### src/rtl/id_stage.sv
// id_stage: MIPS-I subset decode stage with GPR forwarding, load-use detection, branch resolution and ID/EX register
// Ports:
//   clk, rst                      clock, synchronous active-high reset
//   if_pc, if_insn, if_en         fetched instruction and its PC from fetch
//   stall, flush                  hold / kill the ID/EX register
//   gpr_rd_addr0/1, gpr_rd_data0/1  rs/rt read ports of the GPR file (combinational)
//   ex_fwd_*, ex_is_load          EX-stage result and load flag for forwarding / hazard detection
//   mem_fwd_*                     MEM-stage result for forwarding
//   br_taken, br_addr, ld_hazard  combinational redirect and stall request back to fetch
//   id_*                          ID/EX pipeline register outputs
module id_stage #(
    parameter int DATA_W = 32,
    parameter int GPR_AW = 5
) (
    input  logic              clk,
    input  logic              rst,
    input  logic [DATA_W-1:0] if_pc,
    input  logic [DATA_W-1:0] if_insn,
    input  logic              if_en,
    input  logic              stall,
    input  logic              flush,
    output logic [GPR_AW-1:0] gpr_rd_addr0,
    output logic [GPR_AW-1:0] gpr_rd_addr1,
    input  logic [DATA_W-1:0] gpr_rd_data0,
    input  logic [DATA_W-1:0] gpr_rd_data1,
    input  logic              ex_fwd_we,
    input  logic [GPR_AW-1:0] ex_fwd_addr,
    input  logic [DATA_W-1:0] ex_fwd_data,
    input  logic              ex_is_load,
    input  logic              mem_fwd_we,
    input  logic [GPR_AW-1:0] mem_fwd_addr,
    input  logic [DATA_W-1:0] mem_fwd_data,
    output logic              br_taken,
    output logic [DATA_W-1:0] br_addr,
    output logic              ld_hazard,
    output logic [DATA_W-1:0] id_pc,
    output logic              id_en,
    output logic [3:0]        id_alu_op,
    output logic [DATA_W-1:0] id_alu_in0,
    output logic [DATA_W-1:0] id_alu_in1,
    output logic [GPR_AW-1:0] id_dst_addr,
    output logic              id_gpr_we,
    output logic [1:0]        id_mem_op,
    output logic [DATA_W-1:0] id_mem_wr_data,
    output logic              id_illegal
);
    localparam logic [3:0] ALU_ADD = 4'd0, ALU_SUB = 4'd1, ALU_AND = 4'd2, ALU_OR = 4'd3, ALU_XOR = 4'd4,
                           ALU_SLT = 4'd5, ALU_SLL = 4'd6, ALU_SRL = 4'd7, ALU_LUI = 4'd8, ALU_PASS_B = 4'd9;
    localparam logic [1:0] MEM_NONE = 2'd0, MEM_LW = 2'd1, MEM_SW = 2'd2;

    logic [5:0] opc, fn;
    logic [GPR_AW-1:0] rs, rt, rd, dst;
    logic [DATA_W-1:0] a, b, simm, zimm, limm, shamt, pc4, pc8, jaddr, in0, in1;
    logic is_r, is_addu, is_subu, is_and, is_or, is_xor, is_slt, is_sll, is_srl, is_jr;
    logic is_addiu, is_andi, is_ori, is_lui, is_lw, is_sw, is_beq, is_bne, is_j, is_jal;
    logic legal, uses_rs, uses_rt, br_cond, we;
    logic [3:0] alu_op;
    logic [1:0] mem_op;

    assign opc   = if_insn[31:26];
    assign fn    = if_insn[5:0];
    assign rs    = GPR_AW'(if_insn[25:21]);
    assign rt    = GPR_AW'(if_insn[20:16]);
    assign rd    = GPR_AW'(if_insn[15:11]);
    assign gpr_rd_addr0 = rs;
    assign gpr_rd_addr1 = rt;

    assign is_r     = opc == 6'h00;
    assign is_addu  = is_r && fn == 6'h21;
    assign is_subu  = is_r && fn == 6'h23;
    assign is_and   = is_r && fn == 6'h24;
    assign is_or    = is_r && fn == 6'h25;
    assign is_xor   = is_r && fn == 6'h26;
    assign is_slt   = is_r && fn == 6'h2a;
    assign is_sll   = is_r && fn == 6'h00;
    assign is_srl   = is_r && fn == 6'h02;
    assign is_jr    = is_r && fn == 6'h08;
    assign is_j     = opc == 6'h02;
    assign is_jal   = opc == 6'h03;
    assign is_beq   = opc == 6'h04;
    assign is_bne   = opc == 6'h05;
    assign is_addiu = opc == 6'h09;
    assign is_andi  = opc == 6'h0c;
    assign is_ori   = opc == 6'h0d;
    assign is_lui   = opc == 6'h0f;
    assign is_lw    = opc == 6'h23;
    assign is_sw    = opc == 6'h2b;
    assign legal = is_addu | is_subu | is_and | is_or | is_xor | is_slt | is_sll | is_srl | is_jr |
                   is_addiu | is_andi | is_ori | is_lui | is_lw | is_sw | is_beq | is_bne | is_j | is_jal;

    // Forwarding priority: r0 is hard zero, then the younger EX result, then MEM, then the register file
    assign a = rs == '0 ? '0 : (ex_fwd_we && ex_fwd_addr == rs) ? ex_fwd_data :
               (mem_fwd_we && mem_fwd_addr == rs) ? mem_fwd_data : gpr_rd_data0;
    assign b = rt == '0 ? '0 : (ex_fwd_we && ex_fwd_addr == rt) ? ex_fwd_data :
               (mem_fwd_we && mem_fwd_addr == rt) ? mem_fwd_data : gpr_rd_data1;

    assign simm  = {{(DATA_W-16){if_insn[15]}}, if_insn[15:0]};
    assign zimm  = {{(DATA_W-16){1'b0}}, if_insn[15:0]};
    assign limm  = {if_insn[15:0], {(DATA_W-16){1'b0}}};
    assign shamt = {{(DATA_W-5){1'b0}}, if_insn[10:6]};
    assign pc4   = if_pc + DATA_W'(4);
    assign pc8   = if_pc + DATA_W'(8);
    assign jaddr = {pc4[DATA_W-1:28], if_insn[25:0], 2'b00};

    assign uses_rs = !(is_j || is_jal || is_lui || is_sll || is_srl);
    assign uses_rt = is_r || is_beq || is_bne || is_sw;
    assign ld_hazard = if_en && ex_is_load && ex_fwd_addr != '0 &&
                       ((uses_rs && ex_fwd_addr == rs) || (uses_rt && ex_fwd_addr == rt));

    assign br_cond  = is_j || is_jal || is_jr || (is_beq && a == b) || (is_bne && a != b);
    assign br_taken = if_en && !ld_hazard && !stall && br_cond;
    assign br_addr  = !br_taken ? '0 : is_jr ? a : (is_j || is_jal) ? jaddr : pc4 + (simm << 2);

    assign alu_op = is_subu ? ALU_SUB : (is_and || is_andi) ? ALU_AND : (is_or || is_ori) ? ALU_OR :
                    is_xor ? ALU_XOR : is_slt ? ALU_SLT : is_sll ? ALU_SLL : is_srl ? ALU_SRL :
                    is_lui ? ALU_LUI : is_jal ? ALU_PASS_B : ALU_ADD;
    // Shifts operate on rt by shamt; JAL carries the link address on both operands
    assign in0 = (is_sll || is_srl) ? b : is_jal ? pc8 : is_lui ? '0 : a;
    assign in1 = (is_sll || is_srl) ? shamt : is_jal ? pc8 : is_lui ? limm :
                 (is_andi || is_ori) ? zimm : (is_addiu || is_lw || is_sw) ? simm : b;
    assign dst = is_jal ? GPR_AW'(31) : is_r ? rd : rt;
    assign we  = legal && !(is_sw || is_beq || is_bne || is_j || is_jr) && dst != '0;
    assign mem_op = is_lw ? MEM_LW : is_sw ? MEM_SW : MEM_NONE;

    always_ff @(posedge clk) begin
        if (rst) begin
            id_pc          <= '0;
            id_en          <= 1'b0;
            id_alu_op      <= ALU_ADD;
            id_alu_in0     <= '0;
            id_alu_in1     <= '0;
            id_dst_addr    <= '0;
            id_gpr_we      <= 1'b0;
            id_mem_op      <= MEM_NONE;
            id_mem_wr_data <= '0;
            id_illegal     <= 1'b0;
        end else if (flush || (!stall && (ld_hazard || !if_en))) begin
            id_en      <= 1'b0;
            id_gpr_we  <= 1'b0;
            id_mem_op  <= MEM_NONE;
            id_illegal <= 1'b0;
        end else if (!stall) begin
            id_pc          <= if_pc;
            id_en          <= 1'b1;
            id_alu_op      <= alu_op;
            id_alu_in0     <= in0;
            id_alu_in1     <= in1;
            id_dst_addr    <= dst;
            id_gpr_we      <= we;
            id_mem_op      <= mem_op;
            id_mem_wr_data <= b;
            id_illegal     <= !legal;
        end
    end
endmodule

### config.mk
export PLATFORM = sky130hd
export DESIGN_NAME = id_stage
export DESIGN_NICKNAME = d
export VERILOG_FILES = /design/src/rtl/id_stage.sv
export SDC_FILE = /design/constraint.sdc
export NUM_CORES = 1
export LEC_CHECK = 0
export ABC_AREA = 1
export CORE_UTILIZATION = 45
export CTS_BUF_LIST = sky130_fd_sc_hd__clkbuf_8
export CTS_CLUSTER_DIAMETER = 30
export DETAILED_ROUTE_END_ITERATION = 7
export MAX_ROUTING_LAYER = met4
export PLACE_DENSITY = 0.84
export SYNTH_ARGS = -nofsm -noshare
export SYNTH_HDL_FRONTEND = slang
export SYNTH_SLANG_ARGS = --single-unit
### constraint.sdc
create_clock -name clk -period 3.95 [get_ports clk]
set_clock_uncertainty 0.2 [all_clocks]
set_input_delay 0.395 -clock clk [delete_from_list [all_inputs] [get_ports clk]]
set_output_delay 0.395 -clock clk [all_outputs]
set_load 0.01 [all_outputs]
==> flow_summary_export.csv, run 1 <==
group,metric,value,unit
logic_synthesis,synth_top_family_by_area,"simple AND/OR/NAND/NOR gates",
outcome,error,"[ERROR GRT-0232] Routing congestion too high. Check the congestion heatmap in the GUI.",
clock_tree,cts-root-buf,"clkbuf_8",
logic_synthesis,yosysSeqAreaShare,21.2,%
grt,grt_max_degree,81,
logic_synthesis,synth_xor_area_share,2.93,%
logic_synthesis,synth_seq_cells,142,
logic_synthesis,muxShareOfSynthArea,0,%
placed_design,place_inst,3421,
logic_synthesis,synthDistinctLibCells,53,
logic_synthesis,synth_nets,2614,
logic_synthesis,syn-cell-area,13400,um^2
logic_synthesis,synthAdderAreaFrac,3.04,%
floorplanning,die_y,175,um
logic_synthesis,async_reset_ff_share,0,%
grt,gr-total-overflow,474,
grt,track_usage,84.6,%
logic_synthesis,yosysWarnings,0,
floorplanning,row_count,62,
clock_tree,numCtsBuffers,17,
floorplanning,ios,396,
logic_synthesis,synth_cells,2372,
clock_tree,cts.sinks,142,
logic_synthesis,ys.flop_type,"dfxtp_1",
placed_design,dpl.hpwl,57000,um
clock_tree,clk_path_buf_depth,2,
floorplanning,start_util,46.3,%
logic_synthesis,synth_enable_flop_cells,0,
logic_synthesis,synthSimpleGateAreaFrac,41.3,%
floorplanning,dieWidth,175,um
placed_design,place_congestion,1.23,
placed_design,port_buffers,395,
outcome,status,"aborted with a tool error",
clock_tree,htree_levels,4,
logic_synthesis,syn_area_per_cell,5.67,um^2
outcome,stop_stage,"5_1_grt",
logic_synthesis,synth_compound_area_share,20.6,%
-- what timing repair did --
item	CTS
endpoints found under the setup margin	33
hold buffers	0
buffers inserted	54
pin swaps	124
cloned	11
resized for setup	509
-- per-layer routing --
| layer | track usage, % | overflow |
|---|---|---|
| met1 | 80.9 | 37 |
| met2 | 96.0 | 280 |
| met3 | 75.9 | 25 |
| met4 | 83.8 | 132 |
| met5 | - | - |
-- metrics by stage --
step / TNS, ns / hold slack, ns / setup slack [ns] / util, % / cell area [um^2]
2_1_floorplan: 0 / 0.281 / 0.154 / - / 13400
3_3_place_gp: -23.29 / 0.248 / -1.02 / 71.0 / 20600
3_5_place_dp: -28.84 / 0.253 / -1.40 / 71.0 / 20600
4_1_cts: -0.0505 / 0.102 / -0.0258 / 77.8 / 22600
-- synth_stat cells (10+ instances only) --
master      n  area share [%]
inv_1     203             5.7
nor2_2     35             1.6
o211ai_1   53             3.0
xnor2_1    11            0.72
a21oi_1   229             8.5
dfxtp_1   142              21
ha_1       31             2.9
nand3_1   269              10
nor3_1     20            0.74
xor2_1     34             2.2
nand2_1   712              20
buf_4      10            0.56
clkbuf_1   76             2.1
o21ai_0   170             6.3
nor2b_1    14            0.65
nor2_1    203             5.7
buf_2      44             1.6
nand4_1    20            0.93
-- cell families after synthesis --
family          after synthesis
xor+xnor                     45
buf+inv                     353
flops                       142
compound gates              502
fa+ha+maj                    32
simple gates               1298
==> inputs of run 2 (changes only) <==
- CORE_UTILIZATION: 45 -> 30
- CTS_BUF_LIST: sky130_fd_sc_hd__clkbuf_8 -> unset
- CTS_CLUSTER_DIAMETER: 30 -> unset
- MAX_ROUTING_LAYER: met4 -> unset
- PLACE_DENSITY: 0.84 -> unset
- PLACE_DENSITY_LB_ADDON: unset -> 0.15
==> run 2 against run 1 <==
- the flow now finishes, with violations (negative setup slack)
- area after synthesis unchanged
- synthesized cell count stayed put
==> flow_summary_export.csv, run 2 <==
group,metric,value,unit
clock_tree,clock_latency,0.44,ns
clock_tree,cts.sinks,142,
logic_synthesis,yosys.area.top_type,"dfxtp_1",
routing,drc_errors,0,
worst_setup_path,reg2reg_slack,3.00,ns
routing,vias,20600,
timing,period_share,101,%
grt,gr-total-overflow,0,
clock_tree,cts-root-buf,"clkbuf_16",
grt,track_usage,37.4,%
timing,min_period,3.98,ns
timing,setup-violations-final,1,
hold_path,hold_depth,3,
timing,max_freq,251,MHz
timing,rsz0062_at_grt,"true",
placed_design,dpl.hpwl,69800,um
hold_path,hold_path_class,"input port to flop",
logic_synthesis,yosysSeqAreaShare,21.2,%
placed_design,port_buffers,395,
floorplanning,start_util,30.4,%
hold_path,min_from,"if_pc[5]",
worst_setup_path,crit_fanout,3,
routing,avgViaCountPerCell,5.26,
cells_and_area,layout_common_cells,"nand2_1, buf_4, clkdlybuf4s50_1, nand3_1, a21oi_1",
floorplanning,dieWidth,214,um
grt,grt_pass1_vias,19300,
logic_synthesis,synth_seq_cells,142,
floorplanning,design.core.area,44200,um^2
grt,grt_pass1_wl,124000,um
routing,drtIter0Drc,2205,
routing,dr.pass1.iters,6,
logic_synthesis,syn_area_per_cell,5.67,um^2
clock_tree,clk_path_buf_depth,2,
pwr,power.density,224,nW/um^2
grt,grt_max_degree,77,
logic_synthesis,synth_nets,2614,
logic_synthesis,ys.flop_type,"dfxtp_1",
routing,antenna_left,0,
worst_setup_path,critPathCaptureType,"output pin",
pwr,p_total,5780,uW
outcome,violations,"negative setup slack",
timing,max_slew_margin,41.6,%
worst_setup_path,rr_endpoint,"id_dst_addr[4]",
timing,hold_viol,0,
pwr,power.leakage,0.0120,uW
routing,drt_wl_total,87500,um
worst_setup_path,start_kind,"input port",
clock_tree,clkTransAtPathRegs,0.07,ns
logic_synthesis,synthDistinctLibCells,53,
logic_synthesis,synth_most_common_cell,"nand2_1",
worst_setup_path,r2r.worst_path.cells,2,
logic_synthesis,yosys-top-cells-area,"dfxtp_1, nand2_1, nand3_1, a21oi_1, o21ai_0",
clock_tree,ctsHoldBuffers,0,
cells_and_area,fillers,4220,
logic_synthesis,async_reset_ff_share,0,%
timing,tightest_slew,0.876,ns
worst_setup_path,rr_startpoint,"id_dst_addr[4]",
worst_setup_path,crit_arrival,3.39,ns
cells_and_area,layout_commonest_cell,"nand2_1",
grt,grt_antenna_before_repair,1,
logic_synthesis,synth_enable_flop_cells,0,
clock_tree,htree_levels,4,
placed_design,postPlaceCellArea,21800,um^2
placed_design,place_congestion,0.982,
cells_and_area,drive_above_1_share,36.9,%
cells_and_area,stdcell_area,25900,um^2
routing,avgRoutedWirePerCell,22.4,um
floorplanning,ios,396,
clock_tree,cts_tree,"yes",
cells_and_area,syn_to_final_growth,92.4,%
placed_design,dp_slack,-1.34,ns
logic_synthesis,synth_cells,2372,
hold_path,hold_path_end,"id_pc[5]",
pwr,vdd_drop_max,0.000334,V
cells_and_area,nNetsFinal,3547,
floorplanning,dieArea,45600,um^2
logic_synthesis,yosysWarnings,0,
clock_tree,numCtsBuffers,17,
run,maxCapViolCount,0,
logic_synthesis,synth_commonest_cells,"nand2_1, nand3_1, a21oi_1",
floorplanning,die_y,214,um
timing,slew_viol_final,0,
logic_synthesis,synth_top_area_share,21.2,%
logic_synthesis,syn-cell-area,13400,um^2
worst_setup_path,crit_required,3.36,ns
worst_setup_path,critPathKind,"input port to output pin",
floorplanning,row_count,77,
timing,fin_ws,-0.0334,ns
outcome,status,"finished, violations left",
## run 2: cell counts after synthesis
No cell type changed its count.
## run 2: worst max-delay path by stage
stage                              to  slack, ns       from  depth (start not counted)
after floorplan           br_addr[23]       0.15   if_pc[3]                         20
after global placement    br_addr[31]      -1.42  if_pc[11]                         22
after detailed placement  br_addr[31]      -1.34  if_pc[11]                         22
after CTS                 br_addr[31]      -0.11  if_pc[28]                         20
after global routing      br_addr[30]      -0.19   if_pc[3]                         24
final                     br_addr[29]      -0.03   if_pc[3]                         26
## run 2: routing by layer
layer	part of all wire [%]	routed length (um)	global-route usage [%]	vias up
li1	-	-	-	9701
met1	42	36900	49.4	9602
met2	45	39200	59.7	1093
met3	8.0	7030	5.86	162
met4	5.1	4460	16.7	0
met5	0	0	0	-
## run 2: layout make-up
class | instances | area, um^2 | area share, %
diodes | 1 | 2.50 | 0.00968
clock buffers | 19 | 453 | 1.75
clock inverters | 13 | 105 | 0.407
inverters | 211 | 833 | 3.22
multi-input cells | 1878 | 11500 | 44.5
flip-flops and latches | 142 | 2840 | 11.0
well taps | 592 | 741 | 2.87
repair buffers | 1055 | 9360 | 36.2
## run 2: worst max-delay path, stage by stage
cell and delay, ns:
buf_8 0.08, ha_4 0.14, nand2_4 0.05, nor2_4 0.14
nand2_4 0.09, nor2_4 0.10, inv_2 0.06, nor2_4 0.08
buf_6 0.13, nand3_4 0.09, xor2_4 0.19, ha_4 0.31
nand2_4 0.06, nor2_4 0.14, inv_4 0.05, nor2_4 0.10
inv_1 0.04, o211ai_1 0.26, buf_4 0.18, a21oi_4 0.05
nand2_1 0.06, nand2_1 0.04, o211ai_1 0.17, o21ai_1 0.13
nor2_2 0.10, buf_2 0.12
## run 2: metrics by stage
step           std cells  utilization, %  TNS, ns  hold WS (ns)
5_1_grt             3910            58.5    -1.15        0.0756
2_1_floorplan       2372               -        0         0.281
3_3_place_gp        3749            49.2   -35.29         0.247
3_5_place_dp        3749            49.2   -35.05         0.254
6_report            3911            58.5  -0.0334        0.0513
4_1_cts             3866            55.9   -0.330        0.0407
## run 2: power breakdown
part,internal [uW],switching (uW)
Sequential,1480,32.6
Combinational,1260,1450
Clock,848,717
## run 2: kinds of logic after synthesis
group           synth area share [%]
simple gates                    41.3
flops                           21.2
buf+inv                         11.0
compound gates                  20.6
fa+ha+maj                       3.04
xor+xnor                        2.93
## run 2: timing repair
| item | CTS | global route |
|---|---|---|
| buffers inserted | 78 | 46 |
| cloned | 10 | 3 |
| endpoints found under the setup margin | 33 | 33 |
| resized for setup | 663 | 280 |
| pin swaps | 121 | 153 |
(Power assumes the default switching activity.)
==> inputs of run 3 (changes only) <==
- CAP_MARGIN: unset -> 0
- CELL_PAD_IN_SITES_DETAIL_PLACEMENT: unset -> 1
- CELL_PAD_IN_SITES_GLOBAL_PLACEMENT: unset -> 2
- CORE_UTILIZATION: 30 -> 24
- CTS_CLUSTER_DIAMETER: unset -> 50
==> run 3 against run 2 <==
- the flow still finishes with violations (negative setup slack)
- non-clock buffer count down 10
- sequential share of layout area down 0.19 points
- total power up 5.1%
- clock power up 13%
- final area up 1.8%
- fmax down 2.7%
- global-route usage down 4.4 points
- hold slack worse by 0.0025 ns
- largest cell class unchanged
==> flow_summary_export.csv, run 3 (synthesized netlist as in run 2, its figures left out) <==
group,metric,value,unit
floorplanning,ios,396,
pwr,p_total,6080,uW
cells_and_area,diodes,0,
grt,grt_max_degree,88,
clock_tree,numCtsBuffers,17,
placed_design,port_buffers,395,
worst_setup_path,start_kind,"input port",
cells_and_area,fillers,6983,
floorplanning,row_count,86,
grt,grt_pass1_wl,138000,um
floorplanning,dieWidth,239,um
routing,drtIter0Drc,1452,
grt,grt_pass1_vias,20700,
outcome,violations,"negative setup slack",
clock_tree,htree_levels,4,
cells_and_area,layout_commonest_cell,"nand2_1",
routing,drt_wl_total,99700,um
clock_tree,clkTransAtPathRegs,0.07,ns
clock_tree,cts-root-buf,"clkbuf_16",
hold_path,min_from,"if_pc[16]",
hold_path,hold_path_class,"input port to flop",
pwr,power.density,231,nW/um^2
worst_setup_path,crit_fanout,3,
routing,avgViaCountPerCell,5.09,
outcome,status,"finished, violations left",
timing,tightest_slew,1.10,ns
worst_setup_path,crit_required,3.36,ns
routing,dr.pass1.iters,7,
clock_tree,clock_latency,0.45,ns
routing,avgRoutedWirePerCell,24.6,um
floorplanning,design.core.area,55200,um^2
routing,vias,20600,
run,maxCapViolCount,0,
worst_setup_path,cp-startpoint,"if_pc[3]",
timing,period_share,104,%
clock_tree,clk_path_buf_depth,2,
cells_and_area,drive_above_1_share,37.6,%
clock_tree,cts.sinks,142,
worst_setup_path,critPathCaptureType,"output pin",
timing,max_slew_margin,26.6,%
floorplanning,dieArea,56900,um^2
timing,min_period,4.10,ns
timing,max_freq,244,MHz
grt,grt_antenna_before_repair,0,
grt,gr-total-overflow,0,
timing,setup_tns,-0.724,ns
routing,drc_errors,0,
worst_setup_path,crit_arrival,3.50,ns
worst_setup_path,critPathKind,"input port to output pin",
placed_design,place_congestion,0.954,
cells_and_area,nNetsFinal,3536,
routing,antenna_left,0,
grt,track_usage,33.0,%
floorplanning,die_y,239,um
timing,hold_viol,0,
timing,rsz0062_at_grt,"true",
timing,fin_ws,-0.146,ns
timing,slew_viol_final,0,
cells_and_area,syn_to_final_growth,95.8,%
pwr,vdd_drop_max,0.000231,V
timing,holdWs,0.0488,ns
worst_setup_path,rr_startpoint,"id_mem_op[0]",
placed_design,dpl.hpwl,77900,um
clock_tree,cts_tree,"yes",
timing,setup-violations-final,11,
pwr,power.leakage,0.0120,uW
floorplanning,start_util,24.3,%
cells_and_area,layout_common_cells,"nand2_1, buf_4, clkdlybuf4s50_1, a21oi_1, nand3_1",
-- run 3: final timing paths --
| check | end | slack (ns) | cells after the start |
|---|---|---|---|
| worst min register to register | id_pc[0] | 0.26 | 2 |
| worst max register to register | id_mem_op[0] | 2.97 | 2 |
| worst max-delay path | br_addr[28] | -0.15 | 23 |
| worst min-delay path | id_pc[16] | 0.05 | 3 |
-- run 3: power by group --
part / switching (uW) / total [uW] / internal (uW)
registers: 35.3 / 1520 / 1480
clock network: 796 / 1760 / 965
logic: 1520 / 2800 / 1280
total: 2350 / 6080 / 3730
-- run 3: layout make-up --
type | instances | area, um^2 | share of cell area [%]
well taps | 748 | 936 | 3.56
flip-flops and latches | 142 | 2840 | 10.8
repair buffers | 1045 | 9460 | 35.9
clock inverters | 15 | 194 | 0.737
multi-input cells | 1877 | 11600 | 44.2
inverters | 211 | 826 | 3.14
clock buffers | 17 | 425 | 1.62
-- run 3: worst max-delay path, stage by stage --
cell and delay, ns:
buf_8 0.08, ha_4 0.14, nand2_4 0.06, nor2_4 0.11, nand2_2 0.09, nor2_4 0.11
inv_2 0.07, nor2_4 0.13, buf_4 0.14, nand2_1 0.07, xor2_1 0.16, buf_4 0.16
ha_4 0.22, buf_4 0.16, a21oi_4 0.17, o21ai_2 0.09, a211oi_2 0.27, nand3_1 0.13
xor2_1 0.16, o211ai_1 0.16, o21ai_1 0.12, nor2_2 0.15, buf_2 0.14
-- run 3: timing repair --
| action | in CTS | in global routing |
|---|---|---|
| resized for setup | 585 | 364 |
| gates cloned | 8 | 11 |
| endpoints found under the setup margin | 33 | 37 |
| pin swaps | 133 | 162 |
| hold buffers | 0 | 0 |
| setup buffers | 76 | 35 |
-- run 3: layer usage --
metal | wire length (um) | track usage [%] | up-vias
li1 | - | - | 9652
met1 | 43400 | 44.1 | 10000
met2 | 46700 | 55.0 | 769
met3 | 5270 | 3.83 | 174
met4 | 4230 | 10.5 | 0
met5 | 0 | 0 | -
-- run 3: stage by stage --
step | worst slack [ns] | instances | instance area, um^2 | utilization (%)
after floorplan | 0.154 | 2372 | 13400 | -
final | -0.146 | 4055 | 26300 | 47.7
after global routing | -0.331 | 4055 | 26300 | 47.7
after detailed placement | -1.62 | 3905 | 22000 | 39.8
after global placement | -1.59 | 3905 | 22000 | 39.8
after CTS | -0.127 | 4020 | 24800 | 44.9
==> inputs of run 4 (changes only) <==
- SLEW_MARGIN: unset -> 20
==> results of run 4 <==
The final DEF is identical to that of run 3; final timing and power are the same.
==> RTL edit 1 (settings of run 2) <==
Change the parameter `GPR_AW` from 5 to 3.
--- a/src/rtl/id_stage.sv
+++ b/src/rtl/id_stage.sv
@@ -10,7 +10,7 @@
 //   id_*                          ID/EX pipeline register outputs
 module id_stage #(
     parameter int DATA_W = 32,
-    parameter int GPR_AW = 5
+    parameter int GPR_AW = 3
 ) (
     input  logic              clk,
     input  logic              rst,
Ports: changed (5 resized); port bits go from 396 to 386. No check against the original RTL was run, so the function may have changed too.
==> RTL edit 1 against run 2 <==
  * Synthesized area hardly changed
  * The run still ends with setup timing left
  * Total power is 3.7% higher
  * Setup slack worse by 85 ps
  * Cell area is 4.3% lower
  * First-iteration DRC count is 16% lower
  * Count of clock-buffer cells in the layout is 1 lower
  * Wire length is 1.6% lower
  * Sequential cell count is 2 lower
  * Die area hardly changed
==> RTL edit 1: results <==
metrics = {
    "outcome": {
        "outcome": "finished, violations left",
        "violations": "setup timing",
    },
    "finish": {
        "drive_gt1_share_pct": 33.0,
        "nNetsFinal": 3512,
    },
    "pwr": {
        "leakagePower_nw": 11.8,
        "irDropWorstVdd_v": 0.000258,
    },
    "detailed_routing": {
        "drt_iter0_drc": 1863,
        "via_per_inst": 5.25,
        "wl_per_cell_um": 22.2,
    },
    "critical_path": {
        "critPathMaxFanout": 4,
        "r2r_cells": 2,
        "cp_data_arrival_time_ps": 3470,
    },
    "logic_synthesis": {
        "synthTopCellsByCount": "669 x nand2_1, 279 x nor2_1, 221 x inv_1",
        "synth-xor-area-share_pct": 2.87,
        "synth_area_um2": 13400,
        "synth-async-reset-ratio_pct": 0,
        "synth.mux.area_fraction_pct": 0,
        "synth_top_family_by_area": "simple AND/OR/NAND/NOR gates",
        "synth_cell_type_count": 48,
        "synth_compound_area_share_pct": 21.5,
        "yosys.area_share.adder_pct": 3.04,
        "syn_nets": 2630,
        "ys_seq_area_share_pct": 20.9,
        "synthTopCellsByArea": "dfxtp_1 21%, nand2_1 19%, o21ai_0 8.0%",
        "ys.flop_type": "dfxtp_1",
    },
    "grt": {
        "grt_pass1_vias": 19300,
        "grt_pass1_wl_mm": 120,
        "grt_start_max_net_pins": 85,
        "track_usage_pct": 36.3,
        "antenna_found_initial": 2,
    },
    "clocking": {
        "root_buffer": "clkbuf_16",
        "clk_path_buf_depth": 2,
        "clk_latency_ps": 440,
    },
    "sta": {
        "max-slew-margin-rel_pct": 37.8,
        "worst_slack_ps": -118,
        "setup_viol": 8,
        "finalSetupTns_ps": -487,
    },
    "placed_design": {
        "routabilityCongestion": 1.02,
        "portBuffers": 385,
        "pre_cts_slack_ps": -1440,
        "hpwl_mm": 68.1,
    },
    "min_path": {
        "hp-class": "in -> reg",
    },
}
RTL edit 1: changes by cell type in the layout (fill, tap and decap cells not counted), sizes merged, moves of 38 or more:
cell,change
o21ai,+59
nand3,-101
nand4,+38
nand2,-38
buf,-51
nor2,+59
RTL edit 1: layout make-up:
type                       count  area (µm²)
clock inverter                14         153
multi-input combinational   1869       10700
inverter                     248         953
tap                          592         741
antenna                        1        2.50
clock buffer                  18         429
sequential                   140        2800
timing repair buffer         998        8920
fill                        4359       19500
RTL edit 1: path summary, 6_finish.rpt:
path,from,to,slack (ps)
setup / recovery,if_pc[3],br_addr[25],-120
hold / removal,if_pc[9],id_pc[9],50
setup reg to reg,id_alu_in0[22],id_alu_in0[22],3030
hold reg to reg,id_mem_wr_data[9],id_mem_wr_data[9],260
RTL edit 1: logic make-up after synthesis:
group / Yosys count
buf+inv: 383
fa+ha+maj: 32
simple gates: 1264
flops: 140
xor+xnor: 44
compound gates: 529
RTL edit 1: report_power, final:
part           switching, mW  total, mW  internal (mW)  leakage (nW)
combinational           1.55       2.88           1.33          10.3
clock                  0.720       1.61          0.895         0.287
sequential            0.0359       1.51           1.47          1.14
total                   2.30       6.00           3.70          11.8
RTL edit 1: per-layer routing:
layer / up-vias / wire length (µm) / track usage [%]
met2: 930 / 39600 / 60.2
met3: 215 / 6040 / 5.49
li1: 9639 / - / -
met4: 2 / 4870 / 17.9
met5: - / 10 / 0
met1: 9584 / 35600 / 45.7
RTL edit 1: through the flow:
step | instance area (µm²) | std cells
finish | 24700 | 3880
global route | 24700 | 3879
CTS | 23900 | 3851
detailed placement | 21600 | 3751
global placement | 21600 | 3751
floorplan | 13400 | 2392
RTL edit 1: what timing repair did:
action,CTS,global route
gates cloned,6,5
pin swaps,120,142
gates resized for setup,529,241
buffers inserted,63,25
hold endpoints to repair,0,0
setup endpoints to repair,33,33
RTL edit 1: worst max-delay path, stage by stage:
cell and delay, ps:
buf_8 80, ha_4 140, nand2_4 50, nor2_4 100, inv_2 60, nor2_4 100, buf_6 120, inv_4 30
nor2_4 100, inv_2 70, nor2_4 100, xor2_2 180, a21oi_2 120, ha_4 340, nand2_4 60, nor2_1 100
inv_1 70, o21bai_1 190, o21bai_4 170, a21oi_2 90, buf_4 140, xor2_2 170, o211ai_1 160, o21ai_1 90
nor2_1 110, buf_2 140
==> RTL edit 2 (config.mk and constraints of run 2) <==
Made on the original files. Reset style: asynchronous (`rst`), changed in one clocked block. Comments in the files are not updated.
--- a/src/rtl/id_stage.sv
+++ b/src/rtl/id_stage.sv
@@ -122,7 +122,7 @@
     assign we  = legal && !(is_sw || is_beq || is_bne || is_j || is_jr) && dst != '0;
     assign mem_op = is_lw ? MEM_LW : is_sw ? MEM_SW : MEM_NONE;
 
-    always_ff @(posedge clk) begin
+    always_ff @(posedge clk or posedge rst) begin
         if (rst) begin
             id_pc          <= '0;
             id_en          <= 1'b0;
Check against the original RTL: differs if rst is asserted again (counterexample within 4 cycles, from zero or initial values and one cycle with rst high); with rst held inactive, the same outputs for 4 cycles.
==> RTL edit 2 against run 2 <==
  * The flow finishes with violations (DRC, setup timing)
  * Cell area grew 0.29%
  * Total power up 17%
  * Via count is 0.68% lower
  * Setup slack got worse by 130 ps
  * Sequential cell count did not move
  * Synthesized area increased by 2.2%
  * Wire length up 0.65%
  * Count of clock-buffer cells in the layout fell by 2
  * Critical path type unchanged
  * Largest power group unchanged
  * Highest routed layer is now met5
==> RTL edit 2: results <==
metrics = {
    "finish": {
        "final-clk-cell-share_pct": 2.33,
        "multi_input_area_share_pct": 40.4,
        "non_clock_inverter_count": 246,
        "drive_gt1_share_pct": 34.8,
        "seq_cells": 142,
        "buffers_excl_clock": 1076,
    },
    "critical_path": {
        "r2r-start": "id_alu_in1[2]",
        "critPathMaxFanout": 5,
        "cp_data_arrival_time_ps": 3520,
        "cpPeakStageDelay_ps": 360,
    },
    "detailed_routing": {
        "drc": 1,
        "drt_iter0_drc": 1950,
        "wl_met2_mm": 39.6,
        "wl_met1_mm": 38.3,
    },
    "grt": {
        "grt_pass1_wl_mm": 126,
        "antenna_found_initial": 3,
        "use_met1_pct": 50.5,
        "track_usage_pct": 37.0,
        "grt_use_met2_pct": 58.3,
    },
    "sta": {
        "max_slew.worst_pin.slew_ps": 1120,
        "worst_slack_ps": -166,
        "hold_slack_ps": 59.3,
        "setup_viol": 4,
    },
    "logic_synthesis": {
        "synth_cell_type_count": 46,
    },
    "min_path": {
        "hold-path-endpoint": "id_pc[4]",
    },
    "outcome": {
        "outcome": "finished, violations left",
        "violations": "DRC, setup timing",
    },
    "placed_design": {
        "pre_cts_slack_ps": -1410,
    },
    "pwr": {
        "leakagePower_nw": 13.1,
    },
}
-- RTL edit 2: power by group --
| group | switching (mW) | total [mW] | internal [mW] |
|---|---|---|---|
| Sequential | 0.166 | 1.85 | 1.69 |
| Clock | 0.846 | 1.71 | 0.860 |
| Combinational | 1.64 | 3.18 | 1.54 |
| Total | 2.66 | 6.74 | 4.09 |
-- RTL edit 2: stage by stage --
step	cell area (µm²)	setup TNS, ps	cells	utilization (%)
2_1_floorplan	13700	0	2311	-
3_3_place_gp	22500	-36130	3746	49.6
3_5_place_dp	22500	-35530	3746	49.6
4_1_cts	24900	-732	3866	55.0
5_1_grt	25900	-2160	3890	57.3
6_report	25900	-418	3890	57.3
-- RTL edit 2: logic make-up after synthesis --
family | after synthesis | share of synthesized area [%]
fa+ha+maj | 32 | 2.97
buf+inv | 375 | 11.2
xor+xnor | 50 | 3.19
flops | 142 | 25.9
compound gates | 462 | 18.5
simple gates | 1250 | 38.3
